<file path="src/rtl/framed_program_loader_if.sv">
`default_nettype none
//==============================================================================
// Module      : framed_program_loader_if
// Description : Byte-stream input and instruction-memory write port bundle
//               for the framed program loader.
// Revision    : 1.0 - initial release
//==============================================================================
interface framed_program_loader_if;
    logic        uart_out_valid;
    logic [7:0]  uart_out_data;
    logic        uart_out_ready;
    logic [31:0] inst_mem_in_addr;
    logic [31:0] inst_mem_in_data;
    logic        inst_mem_in_valid;
    logic        inst_mem_in_ready;

    // Environment side: UART byte source and instruction memory.
    modport master (
        output uart_out_valid,
        output uart_out_data,
        input  uart_out_ready,
        input  inst_mem_in_addr,
        input  inst_mem_in_data,
        input  inst_mem_in_valid,
        output inst_mem_in_ready
    );

    // Loader side.
    modport slave (
        input  uart_out_valid,
        input  uart_out_data,
        output uart_out_ready,
        output inst_mem_in_addr,
        output inst_mem_in_data,
        output inst_mem_in_valid,
        input  inst_mem_in_ready
    );
endinterface
`default_nettype wire

</file>
<file path="src/rtl/framed_program_loader.sv">
`default_nettype none
//==============================================================================
// Module      : framed_program_loader
// Description : Consumes a framed program image (32-bit LE word count, payload
//               words, 8-bit payload checksum) from a byte stream and writes
//               the words to consecutive instruction-memory addresses.
//               Reports a sticky completed or error status.
// Revision    : 1.0 - initial release
//==============================================================================
module framed_program_loader #(
    parameter int ADDR_WIDTH = 10
) (
    input  logic                    clk,
    input  logic                    reset,
    framed_program_loader_if.slave  bus,
    output logic                    completed,
    output logic                    error
);

    localparam logic [2:0] S_HDR     = 3'd0;
    localparam logic [2:0] S_PAYLOAD = 3'd1;
    localparam logic [2:0] S_WRITE   = 3'd2;
    localparam logic [2:0] S_CSUM    = 3'd3;
    localparam logic [2:0] S_DONE    = 3'd4;
    localparam logic [2:0] S_ERROR   = 3'd5;

    // Largest legal word count, kept 33 bits wide so 2^32 is representable.
    localparam logic [32:0] c_max_words = 33'd1 << ADDR_WIDTH;
    // Keeps only the low ADDR_WIDTH bits of the word counter (all ones at 32).
    localparam logic [31:0] c_addr_mask = c_max_words[31:0] - 32'd1;

    logic [2:0]  r_state;
    logic [1:0]  r_byte_pos;
    logic [23:0] r_shift;      // first three bytes of the current word
    logic [31:0] r_count;
    logic [31:0] r_word_cnt;
    logic [7:0]  r_csum;
    logic        r_ready;
    logic        r_mem_valid;
    logic [31:0] r_mem_addr;
    logic [31:0] r_mem_data;
    logic        r_completed;
    logic        r_error;

    logic        w_accept;
    logic [31:0] w_word;
    logic [31:0] w_words_next;

    // Ready is registered, so acceptance depends only on state and the source.
    assign w_accept     = bus.uart_out_valid && r_ready;
    assign w_word       = {bus.uart_out_data, r_shift};
    assign w_words_next = r_word_cnt + 32'd1;

    // Frame parser, word assembler and write-port sequencer.
    always_ff @(posedge clk or negedge reset) begin
        if (!reset) begin
            r_state     <= S_HDR;
            r_byte_pos  <= 2'd0;
            r_shift     <= 24'd0;
            r_count     <= 32'd0;
            r_word_cnt  <= 32'd0;
            r_csum      <= 8'd0;
            r_ready     <= 1'b0;
            r_mem_valid <= 1'b0;
            r_mem_addr  <= 32'd0;
            r_mem_data  <= 32'd0;
            r_completed <= 1'b0;
            r_error     <= 1'b0;
        end else begin
            case (r_state)
                S_HDR: begin
                    r_ready <= 1'b1;
                    if (w_accept) begin
                        r_byte_pos <= r_byte_pos + 2'd1;
                        r_shift    <= {bus.uart_out_data, r_shift[23:8]};
                        if (r_byte_pos == 2'd3) begin
                            r_count <= w_word;
                            if (w_word == 32'd0) begin
                                r_state <= S_CSUM;
                            end else if ({1'b0, w_word} > c_max_words) begin
                                r_state <= S_ERROR;
                                r_error <= 1'b1;
                            end else begin
                                r_state <= S_PAYLOAD;
                            end
                        end
                    end
                end
                S_PAYLOAD: begin
                    if (w_accept) begin
                        r_byte_pos <= r_byte_pos + 2'd1;
                        r_shift    <= {bus.uart_out_data, r_shift[23:8]};
                        r_csum     <= r_csum + bus.uart_out_data;
                        if (r_byte_pos == 2'd3) begin
                            r_mem_data  <= w_word;
                            r_mem_valid <= 1'b1;
                            r_ready     <= 1'b0;
                            r_state     <= S_WRITE;
                        end
                    end
                end
                S_WRITE: begin
                    if (bus.inst_mem_in_ready) begin
                        r_mem_valid <= 1'b0;
                        r_ready     <= 1'b1;
                        r_word_cnt  <= w_words_next;
                        r_mem_addr  <= w_words_next & c_addr_mask;
                        r_state     <= (w_words_next == r_count) ? S_CSUM : S_PAYLOAD;
                    end
                end
                S_CSUM: begin
                    if (w_accept) begin
                        if (bus.uart_out_data == r_csum) begin
                            r_state     <= S_DONE;
                            r_completed <= 1'b1;
                            r_ready     <= 1'b0;
                        end else begin
                            r_state <= S_ERROR;
                            r_error <= 1'b1;
                        end
                    end
                end
                S_DONE: begin
                    r_ready <= 1'b0;
                end
                S_ERROR: begin
                    // Keep draining the stream so the sender never stalls.
                    r_ready <= 1'b1;
                end
                default: begin
                    r_state <= S_ERROR;
                    r_error <= 1'b1;
                    r_ready <= 1'b1;
                end
            endcase
        end
    end

    assign bus.uart_out_ready    = r_ready;
    assign bus.inst_mem_in_valid = r_mem_valid;
    assign bus.inst_mem_in_addr  = r_mem_addr;
    assign bus.inst_mem_in_data  = r_mem_data;
    assign completed             = r_completed;
    assign error                 = r_error;

endmodule
`default_nettype wire

</file>
<file path="src/flat_wrapper.sv">
// flat-port wrapper written by rule: the top's interface ports become plain ports
module framed_program_loader_flat 
#(
    parameter int ADDR_WIDTH = 10
)
  (clk, reset, completed, error, bus_uart_out_valid, bus_uart_out_data, bus_uart_out_ready, bus_inst_mem_in_addr, bus_inst_mem_in_data, bus_inst_mem_in_valid, bus_inst_mem_in_ready);
  framed_program_loader_if bus_i ();
  input  logic clk;
  input  logic reset;
  output logic completed;
  output logic error;
  input wire logic [$bits(bus_i.uart_out_valid)-1:0] bus_uart_out_valid;
  input wire logic [$bits(bus_i.uart_out_data)-1:0] bus_uart_out_data;
  output wire logic [$bits(bus_i.uart_out_ready)-1:0] bus_uart_out_ready;
  output wire logic [$bits(bus_i.inst_mem_in_addr)-1:0] bus_inst_mem_in_addr;
  output wire logic [$bits(bus_i.inst_mem_in_data)-1:0] bus_inst_mem_in_data;
  output wire logic [$bits(bus_i.inst_mem_in_valid)-1:0] bus_inst_mem_in_valid;
  input wire logic [$bits(bus_i.inst_mem_in_ready)-1:0] bus_inst_mem_in_ready;
  assign bus_i.uart_out_valid = bus_uart_out_valid;
  assign bus_i.uart_out_data = bus_uart_out_data;
  assign bus_uart_out_ready = bus_i.uart_out_ready;
  assign bus_inst_mem_in_addr = bus_i.inst_mem_in_addr;
  assign bus_inst_mem_in_data = bus_i.inst_mem_in_data;
  assign bus_inst_mem_in_valid = bus_i.inst_mem_in_valid;
  assign bus_i.inst_mem_in_ready = bus_inst_mem_in_ready;
  framed_program_loader #(.ADDR_WIDTH(ADDR_WIDTH)) u_core (.clk(clk), .reset(reset), .bus(bus_i), .completed(completed), .error(error));
endmodule
</file>
<file path="config.mk">
export PLATFORM = sky130hd
export DESIGN_NAME = framed_program_loader_flat
export DESIGN_NICKNAME = d
export VERILOG_FILES = /design/src/rtl/framed_program_loader_if.sv /design/src/rtl/framed_program_loader.sv /design/src/flat_wrapper.sv
export SDC_FILE = /design/constraint.sdc
export NUM_CORES = 1
export LEC_CHECK = 0
export ABC_AREA = 0
export CAP_MARGIN = 20
export CELL_PAD_IN_SITES_DETAIL_PLACEMENT = 0
export CELL_PAD_IN_SITES_GLOBAL_PLACEMENT = 1
export CORE_UTILIZATION = 45
export CTS_CLUSTER_DIAMETER = 60
export CTS_CLUSTER_SIZE = 10
export DETAILED_ROUTE_END_ITERATION = 6
export GPL_TIMING_DRIVEN = 0
export PLACE_DENSITY_LB_ADDON = 0.3
export SLEW_MARGIN = 20
export SYNTH_ARGS = -nofsm -noshare
export SYNTH_HDL_FRONTEND = slang
export SYNTH_SLANG_ARGS = --single-unit
</file>
<file path="constraint.sdc">
create_clock -name clk -period 2.9 [get_ports clk]
set_input_delay 0.435 -clock clk [delete_from_list [all_inputs] [get_ports clk]]
set_output_delay 0.435 -clock clk [all_outputs]
set_load 0.1 [all_outputs]
</file>
==> flow_metrics.py <==
metrics = {
    "place": {
        "dp_hpwl_mm": 12.5,
        "port_buffers": 57,
        "place_congestion": 0.857,
    },
    "global_routing": {
        "antenna_found_initial": 0,
        "grt_use_total_pct": 22.7,
        "grt_max_degree": 104,
        "grt_pass1_wl_mm": 28.4,
        "grt_pass1_vias": 5248,
        "grt_overflow_total": 0,
    },
    "timing": {
        "worst_pin_slew_ns": 0.998,
        "slew_violations": 0,
        "slew_headroom_pct": 33.3,
        "rsz0062_at_grt": "no",
        "fin_crit_ns": 2.75,
        "whs_ns": 0.471,
        "fmax_mhz": 364,
        "finalClockSkew_ns": 0.0112,
        "setup_viol": 0,
        "setup-tns-final_ns": 0,
        "period_share_pct": 94.7,
        "hold_violations": 0,
    },
    "clocking": {
        "clk_pin_slew_ns": 0.06,
        "cts_max_path_buffers": 2,
        "cts.sink_count": 137,
        "root_buffer": "clkbuf_16",
        "cts_buffers": 17,
        "htree_levels": 4,
        "worst_skew_pair.late_latency_ns": 0.42,
        "cts_tree": "built",
    },
    "routing": {
        "antenna_left": 0,
        "dr.pass1.iters": 5,
        "via_per_inst": 5.34,
        "drc": 0,
        "vias": 5169,
        "first_iter_violations": 382,
        "wl_per_cell_um": 17.7,
        "routed_wl_mm": 17.1,
    },
    "logic_synthesis": {
        "syn_area_um2": 7210,
        "async_flop_share_pct": 100,
        "synth_cell_type_count": 71,
        "yosysWarnings": 0,
        "synthFlopType": "dfrtp_1",
        "ys_seq_area_share_pct": 47.5,
        "synth_cells": 644,
        "synth_edf_count": 0,
        "synth_area_per_cell_um2": 11.2,
        "synth_seq_cells": 137,
    },
    "cells_and_area": {
        "mostFrequentLayoutCells": "dfrtp_1 (137), mux2_2 (88), clkdlybuf4s50_1 (56)",
        "final_common_cell": "dfrtp_1",
        "nets": 766,
        "area_delta_synth_final_pct": 22.5,
        "antenna_cells": 0,
        "drive_above_1_share_pct": 23.4,
    },
    "critical_path": {
        "reg2reg_from": "u_core.r_word_cnt[0]",
        "setup.worst_path.end_class": "register",
        "cp_data_arrival_time_ns": 3.05,
        "cp-endpoint": "u_core.r_csum[7]",
        "cp_max_fo": 5,
        "worstSetupPathType": "in2reg",
        "setup.worst_path.start": "bus_uart_out_data[1]",
        "start_kind": "primary input",
        "crit_required_ns": 3.21,
        "r2r_end": "u_core.r_state[1]",
        "reg2regPathDepth": 8,
        "rrSetupSlack_ns": 0.16,
    },
    "worst_hold_path": {
        "min-delay-path-class": "reg2reg",
    },
    "floorplanning": {
        "rows": 45,
        "die_w_um": 129,
        "start_util_pct": 46.8,
        "die_h_um": 129,
        "design.core.area_um2": 15400,
        "pin_count": 80,
        "die_area_um2": 16500,
    },
    "power": {
        "p_per_area_nw_per_um2": 1060,
        "power.static_leakage_uw": 0.00400,
        "ir_drop_mv": 0.868,
    },
    "flow_run": {
        "maxCapViolations": 0,
    },
    "status": {
        "status": "completed",
    },
}
-- worst max-delay path: stages --
cell and delay [ns]:
clkdlybuf4s50_1 0.66, ha_1 0.31, a21o_1 0.18, a21oi_1 0.22, nor2b_1 0.07, o21a_1 0.20, o41a_1 0.37, or3_1 0.34
a32o_1 0.27
-- through the flow --
| step | util, % | cell area, µm² | power [µW] | worst slack (ns) | instances |
|---|---|---|---|---|---|
| 3_3_place_gp | 52.7 | 8130 | 7010 | -3.93 | 933 |
| 5_1_grt | 57.3 | 8830 | 9850 | 0.00614 | 968 |
| 3_5_place_dp | 52.9 | 8160 | 7100 | -0.235 | 934 |
| 4_1_cts | 57.2 | 8820 | 9440 | 0.0637 | 968 |
| 2_1_floorplan | - | 7290 | 6060 | 0.281 | 665 |
| 6_report | 57.3 | 8830 | 9390 | 0.154 | 968 |
-- repair_timing --
action,in CTS,in global routing
endpoints found under the hold margin,34,0
pin swaps,1,0
hold buffers,1,0
endpoints found under the setup margin,1,1
gates resized for setup,2,2
buffers inserted,2,0
-- per-layer routing --
metal,GRT usage [%],vias up,share of wire (%)
li1,-,2437,-
met1,31.2,2568,47
met2,35.9,137,47
met3,3.91,27,4.0
met4,8.72,0,2.1
met5,0,-,0
-- worst min-delay path by stage --
stage,start,endpoint,depth (start not counted),slack (ns)
global route,reset,u_core.r_word_cnt[27],2,0.49
detailed placement,reset,u_core.r_word_cnt[27],1,0.32
global placement,u_core.error,u_core.error,1,0.45
finish,u_core.error,u_core.error,1,0.47
floorplan,reset,u_core.bus.inst_mem_in_data[0],0,0.14
CTS,reset,u_core.r_word_cnt[27],2,0.48
-- cell type report --
cell class              count  area [µm²]
clock inverters            12         189
well taps                 211         264
fillers                  1334        6590
multi-input cells         451        3450
plain buffers              62         388
clock buffers              20         437
flip-flops and latches    137        3430
repair buffers             61         628
inverters                  14        52.6
-- cell families after synthesis --
logic type	after synthesis	share of synthesized area, %
AND/OR/NAND/NOR	180	14.1
flip-flops	137	47.5
multiplexers	94	14.6
buffers and inverters	77	6.16
XOR/XNOR	75	9.11
AO/OA/AOI/OAI	70	6.63
adder cells (fa/ha/maj)	10	1.84
other	1	0.0520
-- state kept, by name (all words and copies together), names as in the netlist --
| register | cells |
|---|---|
| u_core.bus.inst_mem_in_data | 32 |
| u_core.bus.inst_mem_in_valid | 1 |
| u_core.bus.uart_out_ready | 1 |
| u_core.completed | 1 |
| u_core.error | 1 |
| u_core.r_byte_pos | 2 |
| u_core.r_count | 32 |
| u_core.r_csum | 8 |
| u_core.r_shift | 24 |
| u_core.r_state | 3 |
| u_core.r_word_cnt | 32 |
-- where the power goes --
part,switching [µW],internal [µW]
Sequential,649,2550
Combinational,2530,1360
Clock,850,1450
Total,4030,5370
-- Yosys cell counts, types with 7 or more instances --
cell	instances	area [µm²]
a21oi_1	7	35.0
buf_4	34	255
clkbuf_1	21	78.8
dfrtp_1	137	3430
ha_1	9	113
inv_1	14	52.6
mux2_2	88	991
nand2_1	36	135
nand3_1	20	100
nand4_1	16	100
nor2_1	27	101
nor2b_1	7	43.8
nor3_1	18	90.1
nor4_1	13	81.3
o21ai_0	21	105
xnor2_1	42	368
xor2_1	33	289
No activity file was read; power rests on OpenSTA's default activity.
